<file path="src/rtl/micro_sequencer.sv">
// Microprogram sequencer: steps upc through a 128-word ROM and registers the control word, with branches and self-loop halt.
// Optional datapath stall input is built in when SEQ_STALL_EN is defined.
module micro_sequencer (
    input  logic        clk,
    input  logic        rst,
    input  logic        start,
    input  logic [2:0]  flags,
`ifdef SEQ_STALL_EN
    input  logic        stall,
`endif
    input  logic [1:0]  condition,
    input  logic        BT,
    input  logic [58:0] OPs,
    input  logic [6:0]  jump_addr,
    output logic [15:0] upc,
    output logic [58:0] ops_q,
    output logic        ops_valid,
    output logic        running,
    output logic        halted,
    output logic        ovf
);

    typedef enum logic [1:0] {
        IDLE = 2'd0,
        RUN  = 2'd1,
        HALT = 2'd2
    } state_t;

    state_t      r_state;
    logic [6:0]  r_upc;
    logic [58:0] r_ops_q;
    logic        r_ops_valid;
    logic        r_running;
    logic        r_halted;
    logic        r_ovf;

    logic        w_stall;
    logic        w_cond_true;
    logic        w_taken;
    logic        w_self_loop;
    logic        w_wrap;
    logic [6:0]  w_next;

`ifdef SEQ_STALL_EN
    assign w_stall = stall;
`else
    assign w_stall = 1'b0;
`endif

    assign w_cond_true = (condition == 2'b00) ? 1'b1     :
                         (condition == 2'b01) ? flags[0] :
                         (condition == 2'b10) ? flags[1] : flags[2];

    assign w_taken     = BT & w_cond_true;
    assign w_self_loop = w_taken && (condition == 2'b00) && (jump_addr == r_upc);
    // The 7-bit increment wraps 127 -> 0 naturally; ovf records that it happened.
    assign w_next      = w_taken ? jump_addr : r_upc + 7'd1;
    assign w_wrap      = !w_taken && (r_upc == 7'h7F);

    always_ff @(posedge clk) begin
        if (rst) begin
            r_state     <= IDLE;
            r_upc       <= '0;
            r_ops_q     <= '0;
            r_ops_valid <= 1'b0;
            r_running   <= 1'b0;
            r_halted    <= 1'b0;
            r_ovf       <= 1'b0;
        end else begin
            case (r_state)
                IDLE: begin
                    r_upc       <= '0;
                    r_ops_q     <= '0;
                    r_ops_valid <= 1'b0;
                    if (start) begin
                        r_state   <= RUN;
                        r_running <= 1'b1;
                        r_halted  <= 1'b0;
                    end
                end
                RUN: begin
                    if (w_stall) begin
                        r_ops_valid <= 1'b0;
                    end else begin
                        r_ops_q     <= OPs;
                        r_ops_valid <= 1'b1;
                        r_upc       <= w_next;
                        if (w_wrap)
                            r_ovf <= 1'b1;
                        if (w_self_loop) begin
                            r_state   <= HALT;
                            r_running <= 1'b0;
                            r_halted  <= 1'b1;
                        end
                    end
                end
                HALT: begin
                    r_ops_q     <= '0;
                    r_ops_valid <= 1'b0;
                    if (start) begin
                        r_state   <= RUN;
                        r_upc     <= '0;
                        r_running <= 1'b1;
                        r_halted  <= 1'b0;
                    end
                end
                default: begin
                    r_state     <= IDLE;
                    r_upc       <= '0;
                    r_ops_q     <= '0;
                    r_ops_valid <= 1'b0;
                    r_running   <= 1'b0;
                    r_halted    <= 1'b0;
                end
            endcase
        end
    end

    assign upc       = {9'b0, r_upc};
    assign ops_q     = r_ops_q;
    assign ops_valid = r_ops_valid;
    assign running   = r_running;
    assign halted    = r_halted;
    assign ovf       = r_ovf;

endmodule

</file>
<file path="config.mk">
export PLATFORM = sky130hd
export DESIGN_NAME = micro_sequencer
export DESIGN_NICKNAME = d
export VERILOG_FILES = /design/src/rtl/micro_sequencer.sv
export SDC_FILE = /design/constraint.sdc
export NUM_CORES = 1
export LEC_CHECK = 0
export ABC_CLOCK_PERIOD_IN_PS = 2600
export BUFFER_PORTS_ARGS = -buffer_cell sky130_fd_sc_hd__clkbuf_2
export CAP_MARGIN = 5
export CORE_MARGIN = 2
export CORE_UTILIZATION = 30
export CTS_CLUSTER_SIZE = 20
export DETAILED_ROUTE_END_ITERATION = 7
export GPL_TIMING_DRIVEN = 0
export PLACE_DENSITY = 0.65
export SLEW_MARGIN = 20
export SYNTH_ARGS = -nofsm -noshare
export SYNTH_HDL_FRONTEND = slang
export SYNTH_SLANG_ARGS = --single-unit
</file>
<file path="constraint.sdc">
create_clock -name clk -period 2.6 [get_ports clk]
set_clock_uncertainty 0.2 [all_clocks]
set_input_delay 0.26 -clock clk [delete_from_list [all_inputs] [get_ports clk]]
set_output_delay 0.26 -clock clk [all_outputs]
set_load 0.03 [all_outputs]
</file>
==> flow_metrics.tcl <==
set metrics [dict create \
    num_io_pins 154 \
    ys_seq_area_frac 0.5923 \
    critical_path.endpoint_type "flip-flop" \
    final_design_area_no_fill_mm2 0.004061 \
    cell_at_the_root_of_the_clock_tree "sky130_fd_sc_hd__clkbuf_8" \
    antenna_violations_before_repair 0 \
    area_delta_synth_final_pct 69.24 \
    drc 0 \
    synth_commonest_cells "71 x sky130_fd_sc_hd__dfxtp_1, 59 x sky130_fd_sc_hd__and2_1, 12 x sky130_fd_sc_hd__buf_4" \
    slew_violations 0 \
    core_region_area_mm2 0.007727 \
    min_delay_path_depth 3 \
    final_net_count 518 \
    grt_first_pass_wirelength_um 9991 \
    clkSinkCount 71 \
    synth_most_common_cell "sky130_fd_sc_hd__dfxtp_1" \
    power_per_cell_area_mw_per_mm2 577.1 \
    initial_core_util 0.3106 \
    reg2reg_depth 6 \
    area_of_the_mapped_netlist_mm2 0.002400 \
    grtUsageTotal 0.1503 \
    power.switching_fraction 0.2840 \
    drt_iter0_drc 28 \
    fp.dieArea_mm2 0.008731 \
    share_of_cells_above_drive_strength_1 0.4139 \
    yosys-top-cells-area "sky130_fd_sc_hd__dfxtp_1 59%, sky130_fd_sc_hd__and2_1 15%, sky130_fd_sc_hd__buf_4 3.8%" \
    highest_layer "met4" \
    die_width_um 93.44 \
    drt_wl_total_um 6475 \
    routedLengthMet1_um 2600 \
    finalHoldViolCount 0 \
    pwr-share-clk 0.329 \
    hold_ws_ns 0.02556 \
    met3RoutedLength_um 474 \
    critPathArrivalTime_ns 2.00 \
    clkSlewWorstSetupHoldPaths_ns 0.08 \
    via_count 2231 \
    antenna_cells 0 \
    yosysTopAreaCell "sky130_fd_sc_hd__dfxtp_1" \
    place.detailed.hpwl_um 4398 \
    wl_per_cell_um 11.79 \
    htree_num_levels 3 \
    synth_flop_cell "sky130_fd_sc_hd__dfxtp_1" \
    post_synth_num_cell_types 35 \
    comb_power_share 0.177 \
    transition_time_at_the_pin_with_the_least_slew_margin_ns 0.8106 \
    fraction_of_post_synthesis_cell_area_in_the_top_cell_type_by_area 0.5923 \
    status "finished clean" \
    post_synth_edffs 0 \
    max-slew-margin-rel 0.4582 \
    tightest_hold_check_type "in2reg" \
    fp-row-count 32 \
    cp.required_ns 2.67 \
    power_report.internal_total_mw 1.678 \
    place_area_mm2 0.003278 \
    final.min_clock_period_ns 1.926 \
    first_global_vias 2211 \
    fin_tns_setup_ns 0 \
    async_flop_share 0 \
    seq_power_share 0.494 \
    maximum_capacitance_violations 0 \
    portBuffers 144 \
    report.power.total_mw 2.344 \
    post-cts-setup-buffer-count 0 \
    fillers 700 \
    grt_start_max_net_pins 14 \
    peak_clock_frequency_supported_by_timing_mhz 519.3 \
    total_leakage_power_nw 2.018 \
    final_setup_vio_count 0 \
    met2_wirelength_um 3225 \
    ir_drop_v 0.0002498 \
    power_switching_mw 0.6656 \
    tritoncts "yes" \
    worstPathMaxFanout 10 \
    postSynthAreaPerCell_um2 11.01 \
    detail_route.vias_per_cell 4.064 \
    length_of_the_first_detailed_routing_pass_in_iterations 4 \
    area_of_combinational_cells_with_multiple_inputs_um2 825.8 \
    fin_util 0.5256 \
    worstSetupPathType "in2reg" \
    postSynthCellCount 218 \
    overflow 0 \
    register_area_mm2 0.001421 \
    synth.ff_latch_count 71 \
    ys_warn_count 0 \
    critical_path_startpoint_category "input port" \
    clock_latency_ns 0.33 \
    antenna_violation_net_count_after_detailed_routing 0 \
    min_period_over_period 0.7406 \
    fp.dieH_um 93.44 \
    rsz0062_at_grt "false" \
    cts-buffers-inserted 9 \
    cts-root-to-sink-buffers 2 \
    finalWeightedCongestion 0.7818 \
]
## state kept, by name, indices dropped and copies added, names as in the netlist
| register | count |
|---|---|
| r_state | 2 |
| r_upc | 7 |
| ovf | 1 |
| ops_valid | 1 |
| running | 1 |
| ops_q | 59 |
## power by group through the flow
stage	registers (mW)	clock network [mW]	logic, mW
global route	1.16	0.866	0.446
floorplan	1.28	0	0.118
finish	1.16	0.772	0.414
global placement	1.18	0	0.338
CTS	1.16	0.809	0.415
detailed placement	1.18	0	0.342
## metal layers
layer / GRT usage / up-vias
li1: - / 1132
met1: 0.1639 / 979
met2: 0.2578 / 102
met3: 0.04271 / 18
met4: 0.08946 / 0
met5: 0 / -
## final cells by class
cell class,count,area share
plain buffers,19,0.03543
flip-flops and latches,71,0.3500
repair buffers,205,0.3278
well taps,102,0.03142
multi-input cells,126,0.2033
clock inverters,7,0.01201
clock buffers,9,0.03050
inverters,10,0.009550
## metrics by stage
step / instances / setup WS (ns)
floorplan: 226 / 0.8919
global placement: 472 / 0.8583
detailed placement: 472 / 0.8531
CTS: 549 / 0.6637
global route: 549 / 0.5422
finish: 549 / 0.6743
## cells by family (layout without fill, tap and decap cells)
group / after synthesis / after routing / synth area share
simple gates: 85 / 85 / 0.2185
compound gates: 18 / 18 / 0.05578
other cells: 1 / 9 / 0.001563
xor+xnor: 7 / 7 / 0.02555
fa+ha+maj: 1 / 1 / 0.005213
mux: 6 / 6 / 0.02503
buf+inv: 29 / 250 / 0.07611
flops: 71 / 71 / 0.5923
## worst paths after layout
check,end,slack [ns],start
setup / recovery,ops_q[5]$_SDFF_PP0_,0.67,rst
hold / removal,r_upc[6]$_SDFFE_PP0P_,0.03,jump_addr[6]
setup reg to reg,ops_q[5]$_SDFF_PP0_,0.86,r_state[0]$_SDFFE_PP0P_
hold reg to reg,running$_SDFFE_PP0P_,0.30,running$_SDFFE_PP0P_
## layout by cell type (no fill, tap or decap), types with 3 or more instances in the layout
master                          netlist  layout
sky130_fd_sc_hd__clkbuf_2             3     147
sky130_fd_sc_hd__dfxtp_1             71      71
sky130_fd_sc_hd__dlygate4sd3_1        0      61
sky130_fd_sc_hd__and2_1              59      59
sky130_fd_sc_hd__buf_4               12      12
sky130_fd_sc_hd__inv_1                9       9
sky130_fd_sc_hd__conb_1               1       9
sky130_fd_sc_hd__clkbuf_8             0       9
sky130_fd_sc_hd__xnor2_1              7       7
sky130_fd_sc_hd__mux2i_1              6       6
sky130_fd_sc_hd__nor2_1               5       5
sky130_fd_sc_hd__a31oi_1              5       5
sky130_fd_sc_hd__clkinv_2             1       4
sky130_fd_sc_hd__o22ai_1              4       4
sky130_fd_sc_hd__nand2_1              4       4
sky130_fd_sc_hd__buf_6                3       3
sky130_fd_sc_hd__nand3_1              3       3
sky130_fd_sc_hd__nand4_1              3       3
## worst max-delay path, stage by stage
cell	delay (ns)
sky130_fd_sc_hd__dlygate4sd3_1	0.53
sky130_fd_sc_hd__clkbuf_2	0.15
sky130_fd_sc_hd__or3b_1	0.35
sky130_fd_sc_hd__buf_4	0.18
sky130_fd_sc_hd__clkinv_2	0.09
sky130_fd_sc_hd__buf_6	0.14
sky130_fd_sc_hd__buf_4	0.16
sky130_fd_sc_hd__and2_1	0.13
## timing repair
item                                    4_1_cts  5_1_grt
resized for setup                             0        0
hold buffers                                 61        0
hold endpoints to repair                     62        0
endpoints found under the setup margin        0        0
(Power assumes the default switching activity.)
